**config.mk**
```make
export PLATFORM = sky130hd
export DESIGN_NAME = instruction_fetch
export DESIGN_NICKNAME = d
export VERILOG_FILES = /design/src/rtl/instruction_fetch_pkg.sv /design/src/rtl/instruction_fetch_fetch_fifo.sv /design/src/rtl/instruction_fetch.sv
export SDC_FILE = /design/constraint.sdc
export NUM_CORES = 1
export LEC_CHECK = 0
export BUFFER_PORTS_ARGS = -buffer_cell sky130_fd_sc_hd__buf_2
export CORE_ASPECT_RATIO = 1.25
export CORE_UTILIZATION = 64
export CTS_CLUSTER_SIZE = 16
export DETAILED_ROUTE_END_ITERATION = 8
export PLACE_DENSITY = 0.93
export RECOVER_POWER = 100
export SLEW_MARGIN = 20
export SYNTH_ARGS = -nofsm -noshare
export SYNTH_HDL_FRONTEND = slang
export SYNTH_HIERARCHICAL = 1
export SYNTH_SLANG_ARGS = --single-unit
```
**constraint.sdc**
```tcl
create_clock -name clk -period 9.2 [get_ports clk]
set_input_delay 0.92 -clock clk [delete_from_list [all_inputs] [get_ports clk]]
set_output_delay 0.92 -clock clk [all_outputs]
set_load 0.05 [all_outputs]
```
**src/rtl/instruction_fetch_pkg.sv**
```systemverilog
// Shared types for the fetch front end: FSM states, the buffered {pc, instr}
// entry and the word-alignment helper.
package instruction_fetch_pkg;

   typedef enum logic [1:0] {
      IDLE  = 2'd0,
      FETCH = 2'd1,
      DRAIN = 2'd2
   } fetch_state_t;

   localparam int unsigned INSTR_BYTES = 4;

   typedef struct packed {
      logic [31:0] pc;
      logic [31:0] instr;
   } fetch_entry_t;

   function automatic logic [31:0] align_word(input logic [31:0] addr);
      return {addr[31:2], 2'b00};
   endfunction

endpackage

```
**src/rtl/instruction_fetch_fetch_fifo.sv**
```systemverilog
// fetch_fifo: synchronous FIFO of fetch_entry_t with flush and a registered
// head entry, plus its overflow checker.
module fetch_fifo_chk (
   input logic clk,
   input logic rstf,
   input logic push,
   input logic full
);
   a_no_overflow: assert property (@(posedge clk) disable iff (!rstf) !(push && full));
endmodule

module fetch_fifo
   import instruction_fetch_pkg::*;
#(
   parameter  int unsigned DEPTH = 4,
   localparam int unsigned CW    = $clog2(DEPTH + 1),
   localparam int unsigned PW    = $clog2(DEPTH)
) (
   input  logic         clk,
   input  logic         rstf,
   input  logic         push,
   input  fetch_entry_t push_data,
   input  logic         pop,
   input  logic         flush,
   output logic [CW-1:0] count,
   output logic         empty,
   output fetch_entry_t head
);

   fetch_entry_t      mem_q [DEPTH];
   fetch_entry_t      head_q, head_d;
   logic [PW-1:0]     wr_ptr_q, wr_ptr_d, rd_ptr_q, rd_ptr_d;
   logic [CW-1:0]     count_q, count_d, remain_s;
   logic              do_pop_s, we_s, full_s;

   assign full_s = (count_q == CW'(DEPTH));
   assign count  = count_q;
   assign empty  = (count_q == CW'(0));
   assign head   = head_q;

   // The head is precomputed so the consumer only ever sees flop outputs.
   always_comb begin
      do_pop_s = pop && (count_q != CW'(0));
      remain_s = count_q - CW'(do_pop_s);
      we_s     = 1'b0;
      wr_ptr_d = wr_ptr_q;
      rd_ptr_d = rd_ptr_q;
      count_d  = count_q;
      head_d   = head_q;
      if (flush) begin
         wr_ptr_d = PW'(0);
         rd_ptr_d = PW'(0);
         count_d  = CW'(0);
         head_d   = fetch_entry_t'(64'h0);
      end else begin
         we_s     = push;
         wr_ptr_d = push ? wr_ptr_q + PW'(1) : wr_ptr_q;
         rd_ptr_d = do_pop_s ? rd_ptr_q + PW'(1) : rd_ptr_q;
         count_d  = remain_s + CW'(push);
         if (remain_s != CW'(0)) begin
            head_d = mem_q[rd_ptr_d];
         end else if (push) begin
            head_d = push_data;
         end else begin
            head_d = head_q;
         end
      end
   end

   always_ff @(posedge clk) begin
      if (we_s) begin
         mem_q[wr_ptr_q] <= push_data;
      end
   end

   always_ff @(posedge clk or negedge rstf) begin
      if (!rstf) begin
         wr_ptr_q <= PW'(0);
         rd_ptr_q <= PW'(0);
         count_q  <= CW'(0);
         head_q   <= fetch_entry_t'(64'h0);
      end else begin
         wr_ptr_q <= wr_ptr_d;
         rd_ptr_q <= rd_ptr_d;
         count_q  <= count_d;
         head_q   <= head_d;
      end
   end

   fetch_fifo_chk u_chk (
      .clk  (clk),
      .rstf (rstf),
      .push (push),
      .full (full_s)
   );

endmodule

```
**src/rtl/instruction_fetch.sv**
```systemverilog
// instruction_fetch: PC generation, in-order imem word reads and a buffered
// {pc, instr} stream to decode. IFETCH_PERF_CNT_EN adds fetch/stall counters.
module instruction_fetch
   import instruction_fetch_pkg::*;
#(
   parameter logic [31:0] RESET_PC   = 32'h0000_0000,
   parameter int unsigned FIFO_DEPTH = 4
) (
   input  logic        clk,
   input  logic        rstf,
   output logic        imem_req_valid,
   input  logic        imem_req_ready,
   output logic [31:0] imem_req_addr,
   input  logic        imem_rsp_valid,
   input  logic [31:0] imem_rsp_data,
   input  logic        redirect_valid,
   input  logic [31:0] redirect_pc,
   output logic [31:0] i_instr,
   output logic        i_instr_valid,
   input  logic        i_instr_ready,
   output logic [31:0] oPC
`ifdef IFETCH_PERF_CNT_EN
   ,
   output logic [31:0] perf_fetched,
   output logic [31:0] perf_stall
`endif
);

   localparam int unsigned CW = $clog2(FIFO_DEPTH + 1);
   localparam int unsigned SW = CW + 1;

   fetch_state_t  state_q, state_d;
   logic [31:0]   req_pc_q, req_pc_d, rsp_pc_q, rsp_pc_d;
   logic [CW-1:0] outstanding_q, outstanding_d, drop_cnt_q, drop_cnt_d;
   logic [CW-1:0] drop_next_s, fifo_count_s;
   logic          fifo_empty_s, credit_ok_s, req_hs_s, push_s, pop_s;
   fetch_entry_t  fifo_head_s, push_entry_s;

   // In-flight plus buffered instructions never exceed the buffer size.
   assign credit_ok_s   = ({1'b0, outstanding_q} + {1'b0, fifo_count_s}) < SW'(FIFO_DEPTH);
   assign imem_req_addr = req_pc_q;
   assign i_instr       = fifo_head_s.instr;
   assign oPC           = fifo_head_s.pc;
   assign push_entry_s  = '{pc: rsp_pc_q, instr: imem_rsp_data};

   always_comb begin
      imem_req_valid = (state_q == FETCH) && !redirect_valid && credit_ok_s;
      req_hs_s       = imem_req_valid && imem_req_ready;
      i_instr_valid  = !fifo_empty_s && !redirect_valid;
      pop_s          = i_instr_valid && i_instr_ready;
      push_s         = imem_rsp_valid && (drop_cnt_q == CW'(0)) && !redirect_valid;
      if (imem_rsp_valid && (outstanding_q != CW'(0))) begin
         drop_next_s = outstanding_q - CW'(1);
      end else begin
         drop_next_s = outstanding_q;
      end
      outstanding_d = outstanding_q + CW'(req_hs_s) - CW'(imem_rsp_valid);
      req_pc_d      = req_hs_s ? req_pc_q + 32'(INSTR_BYTES) : req_pc_q;
      rsp_pc_d      = push_s ? rsp_pc_q + 32'(INSTR_BYTES) : rsp_pc_q;
      if (imem_rsp_valid && (drop_cnt_q != CW'(0))) begin
         drop_cnt_d = drop_cnt_q - CW'(1);
      end else begin
         drop_cnt_d = drop_cnt_q;
      end
      state_d = state_q;
      case (state_q)
         IDLE:  state_d = FETCH;
         FETCH: begin
            if (redirect_valid && (drop_next_s != CW'(0))) begin
               state_d    = DRAIN;
               drop_cnt_d = drop_next_s;
            end else begin
               state_d = FETCH;
            end
         end
         // A redirect here only moves the PC: everything in flight is already stale.
         DRAIN: state_d = (drop_cnt_d == CW'(0)) ? FETCH : DRAIN;
         default: state_d = IDLE;
      endcase
      if (redirect_valid) begin
         req_pc_d = align_word(redirect_pc);
         rsp_pc_d = align_word(redirect_pc);
      end else begin
         req_pc_d = req_pc_d;
      end
   end

   always_ff @(posedge clk or negedge rstf) begin
      if (!rstf) begin
         state_q       <= IDLE;
         req_pc_q      <= RESET_PC;
         rsp_pc_q      <= RESET_PC;
         outstanding_q <= CW'(0);
         drop_cnt_q    <= CW'(0);
      end else begin
         state_q       <= state_d;
         req_pc_q      <= req_pc_d;
         rsp_pc_q      <= rsp_pc_d;
         outstanding_q <= outstanding_d;
         drop_cnt_q    <= drop_cnt_d;
      end
   end

   fetch_fifo #(.DEPTH(FIFO_DEPTH)) u_fifo (
      .clk       (clk),
      .rstf      (rstf),
      .push      (push_s),
      .push_data (push_entry_s),
      .pop       (pop_s),
      .flush     (redirect_valid),
      .count     (fifo_count_s),
      .empty     (fifo_empty_s),
      .head      (fifo_head_s)
   );

`ifdef IFETCH_PERF_CNT_EN
   logic [31:0] perf_fetched_q, perf_fetched_d, perf_stall_q, perf_stall_d;

   always_comb begin
      perf_fetched_d = pop_s ? perf_fetched_q + 32'd1 : perf_fetched_q;
      if ((state_q == FETCH) && !imem_req_valid && !redirect_valid) begin
         perf_stall_d = perf_stall_q + 32'd1;
      end else begin
         perf_stall_d = perf_stall_q;
      end
   end

   always_ff @(posedge clk or negedge rstf) begin
      if (!rstf) begin
         perf_fetched_q <= 32'h0;
         perf_stall_q   <= 32'h0;
      end else begin
         perf_fetched_q <= perf_fetched_d;
         perf_stall_q   <= perf_stall_d;
      end
   end

   assign perf_fetched = perf_fetched_q;
   assign perf_stall   = perf_stall_q;
`endif

endmodule
```
==> summary.md <==
| Metric | Value |
|---|---|
| Critical path peak fanout | 66 |
| Final setup vio count | 0 |
| IO Pins | 168 |
| Max Slew Vio Count | 537 |
| Row count | 67 |
| DR vias/cell | 6.83 |
| Post-route DRC | 0 |
| Post-CTS Setup Repair Bufs | 0 |
| ANT nets after route | 0 |
| CTS tree | built |
| Die W | 151 um |
| DR vias | 12.5k |
| Tmin final | 6.65 ns |
| Leak Pwr | 6.85 nW |
| Core area | 0.0271 sq mm |
| Distinct cells, synth | 60 |
| Critical Path Max Stage Delay | 2.41 ns |
| Status | complete, but fails checks |
| EDFF count, synth | 256 |
| WS Path Type | flip-flop to flip-flop |
| P per Cell Area | 229 mW/mm^2 |
| GPL Wtd Cong | 0.873 |
| Post-synth ARST share | 0.352 |
| Commonest non-fill, non-tap cell in the layout | edfxtp_1 |
| Min-delay worst type | flip-flop to flip-flop |
| # diodes | 0 |
| Post-synthesis cell count | 1,338 |
| Setup crit start kind | flip-flop |
| Layout cell share with drive strength beyond 1 | 0.0893 |
| Area Overhead vs Synth | 11.8% |
| Clk_lat worst skew | 0.53 ns |
| R2r endpoint | u_fifo/head[2] |
| Hold Vio Cnt, Final | 0 |
| Clock Skews | 0.0152 ns |
| Root buf cell | clkbuf_16 |
| Total track usage | 0.317 |
| Synthesized area per cell | 13.3 sq um |
| Slowest cell on the critical path | clkbuf_1 |
| Hold Path End | state_q[1] |
| Initial DRT Pass Iterations | 6 |
| Fmax | 150 MHz |
| Hold Path Depth | 1 |
| Endpoint class of the critical path | flip-flop |
| FF-to-FF setup slack | 2.55 ns |
| Failing checks | max-capacitance violations, max-slew violations |
| Unrepaired setup endpoints after global routing | false |
| First-pass GRT wire length | 68,800 um |
| Peak VDD IR | 127 uV |
| Reg2reg path depth | 11 |
| Maxcap violations | 8 |
| Family with the most delay on the worst path | buffers and inverters |
| Fin util | 0.734 |
| Fin Setup TNS | 0 ns |
| Post-synthesis sequential area ratio | 0.628 |
| Slew @ Worst Pin | 5.34 ns |
| Worst slew margin | -2.56 |
| Yosys warnings | 6 |
| Fin crit share | 0.723 |
| WL per Instance | 23.9 um |
| Commonest cells after routing, fill and taps aside | 256 x edfxtp_1, 141 x clkbuf_1, 139 x dfrtp_1 |
| Flops & latches, synth | 395 |
| Post-synthesis instance area | 0.0178 sq mm |
| CTS buffer count | 38 |
| 1st-iter DRT viols | 1,208 |
| Critical-path cell list | or3_2 -> buf_4 -> inv_1 -> nor2_1 -> and2_0 -> o31ai_1 -> xor2_4 -> clkbuf_1 -> nor2b_4 -> buf_4 -> a211oi_1 |
| Die Area | 0.0284 sq mm |
| Crit path buffers/inverters | 4 |
| Initial antenna violation count | 0 |
| Largest net degree at the start of global routing | 93 |
| Die Height | 188 um |
| NumNets Final | 1,549 |
| PostCTS Resize Cnt | 0 |
| CTS clk-pin slew, worst paths | 0.06 ns |
| TritonCTS Sinks | 395 |
| CP arrival | 6.99 ns |
| Clock buffer depth | 3 |
| Post-CTS Hold Fix Bufs | 0 |
| Placed wire-length estimate | 23,600 um |
| Vias in the first global route | 12.9k |
| Main synth FF type | edfxtp_1 |
| Wirelength, routed | 43,900 um |
| Req. time, crit path | 9.54 ns |
| Hold_sp | state_q[0] |
| Worst R2R Start | u_fifo/count[0] |
| Initial Util | 0.656 |
| IO buf count | 163 |
| Total grt overflow | 0 |
| H-Tree Depth | 2 |
| CP dominant cell by count | buf_4 |
-- worst register-to-register path: cells and delay by family, from the launching register on --
family                 cells  cell delay (ns)
buffers and inverters      4             3.76
AO/OA/AOI/OAI              2             0.54
XOR/XNOR                   1             0.17
flip-flops                 1             0.47
AND/OR/NAND/NOR            4             1.53
-- state kept, by name, indices dropped and copies added (netlist names) --
register / flops
u_fifo/wr_ptr_q: 2
u_fifo/mem_q: 256
drop_cnt_q: 3
imem_req_addr: 30
u_fifo/count: 3
state_q: 2
u_fifo/rd_ptr_q: 2
rsp_pc_q: 30
u_fifo/head: 64
outstanding_q: 3
-- layout make-up --
| cell class | count | area (sq um) |
|---|---|---|
| Sequential cell | 395 | 11200 |
| Fill cell | 1739 | 7210 |
| Multi-Input combinational cell | 756 | 5900 |
| Clock buffer | 56 | 1150 |
| Timing Repair Buffer | 179 | 766 |
| Tap cell | 345 | 432 |
| Inverter | 90 | 338 |
| Clock inverter | 14 | 121 |
-- through the flow --
step,power (mW),instance area [sq um],hold slack (ns),setup slack (ns),instances
after global placement,2.97,18800,0.462,4.43,1765
final,4.56,19900,0.510,2.55,1835
after global routing,4.71,19900,0.547,2.45,1835
after floorplan,2.76,17800,0.443,4.95,1349
after CTS,4.58,20100,0.522,4.14,1835
after detailed placement,3.01,18800,0.509,4.29,1765
-- per-layer routing --
| layer | track usage | share of wire | vias up |
|---|---|---|---|
| li1 | - | - | 5399 |
| met1 | 0.406 | 0.37 | 6172 |
| met2 | 0.529 | 0.50 | 838 |
| met3 | 0.0499 | 0.090 | 131 |
| met4 | 0.148 | 0.041 | 0 |
| met5 | 0 | 0 | - |
-- cell families (layout without fill, tap and decap cells) --
family	count (synthesis)	count (layout)	share of synthesized area
adder cells (fa/ha/maj)	19	19	0.0138
buffers and inverters	198	339	0.0455
XOR/XNOR	47	47	0.0232
other	1	12	0.000211
multiplexers	145	145	0.0824
AND/OR/NAND/NOR	189	189	0.0567
flip-flops	395	395	0.628
AO/OA/AOI/OAI	344	344	0.150
-- report_power, final --
group	leakage [nW]	total [mW]	switching, mW	internal [mW]
combinational	2.14	0.826	0.592	0.234
clock	0.625	1.58	0.657	0.928
sequential	4.09	2.15	0.125	2.02
-- Yosys cell counts, types with 3 or more instances --
cell	number	area share
a31oi_1	5	0.0018
a41oi_1	6	0.0030
nor2b_1	7	0.0025
a2111oi_0	128	0.063
a21o_1	64	0.027
and4_1	4	0.0020
dfrtp_1	139	0.20
buf_4	6	0.0025
edfxtp_1	256	0.43
and3_1	9	0.0032
a21boi_0	7	0.0030
a211oi_1	65	0.027
o211ai_1	9	0.0038
nand4_1	17	0.0060
nand3_1	16	0.0045
inv_1	89	0.019
buf_2	17	0.0048
xor2_1	19	0.0094
mux2i_1	134	0.075
nand2_1	57	0.012
nor4_1	10	0.0035
clkbuf_1	78	0.016
buf_1	3	0.00063
nor2_1	22	0.0046
nor3_1	13	0.0037
nand2b_1	6	0.0021
mux2_2	11	0.0070
xnor2_1	28	0.014
and2_1	10	0.0035
o21ai_0	33	0.0093
a21oi_1	8	0.0023
ha_1	18	0.013
o311ai_0	10	0.0049
-- worst max-delay path by stage --
| stage | startpoint | to | cells past startpoint | slack (ns) |
|---|---|---|---|---|
| 2_1_floorplan | redirect_valid | u_fifo/mem_q[0][0] | 8 | 4.95 |
| 3_5_place_dp | u_fifo/count[2] | u_fifo/head[31] | 11 | 4.29 |
| 5_1_grt | u_fifo/count[2] | u_fifo/head[55] | 11 | 2.45 |
| 3_3_place_gp | u_fifo/count[2] | u_fifo/head[29] | 11 | 4.43 |
| 4_1_cts | u_fifo/count[0] | u_fifo/head[44] | 11 | 4.14 |
| 6_report | u_fifo/count[0] | u_fifo/head[2] | 11 | 2.55 |
Note: power is estimated with default switching activity, not from simulation.
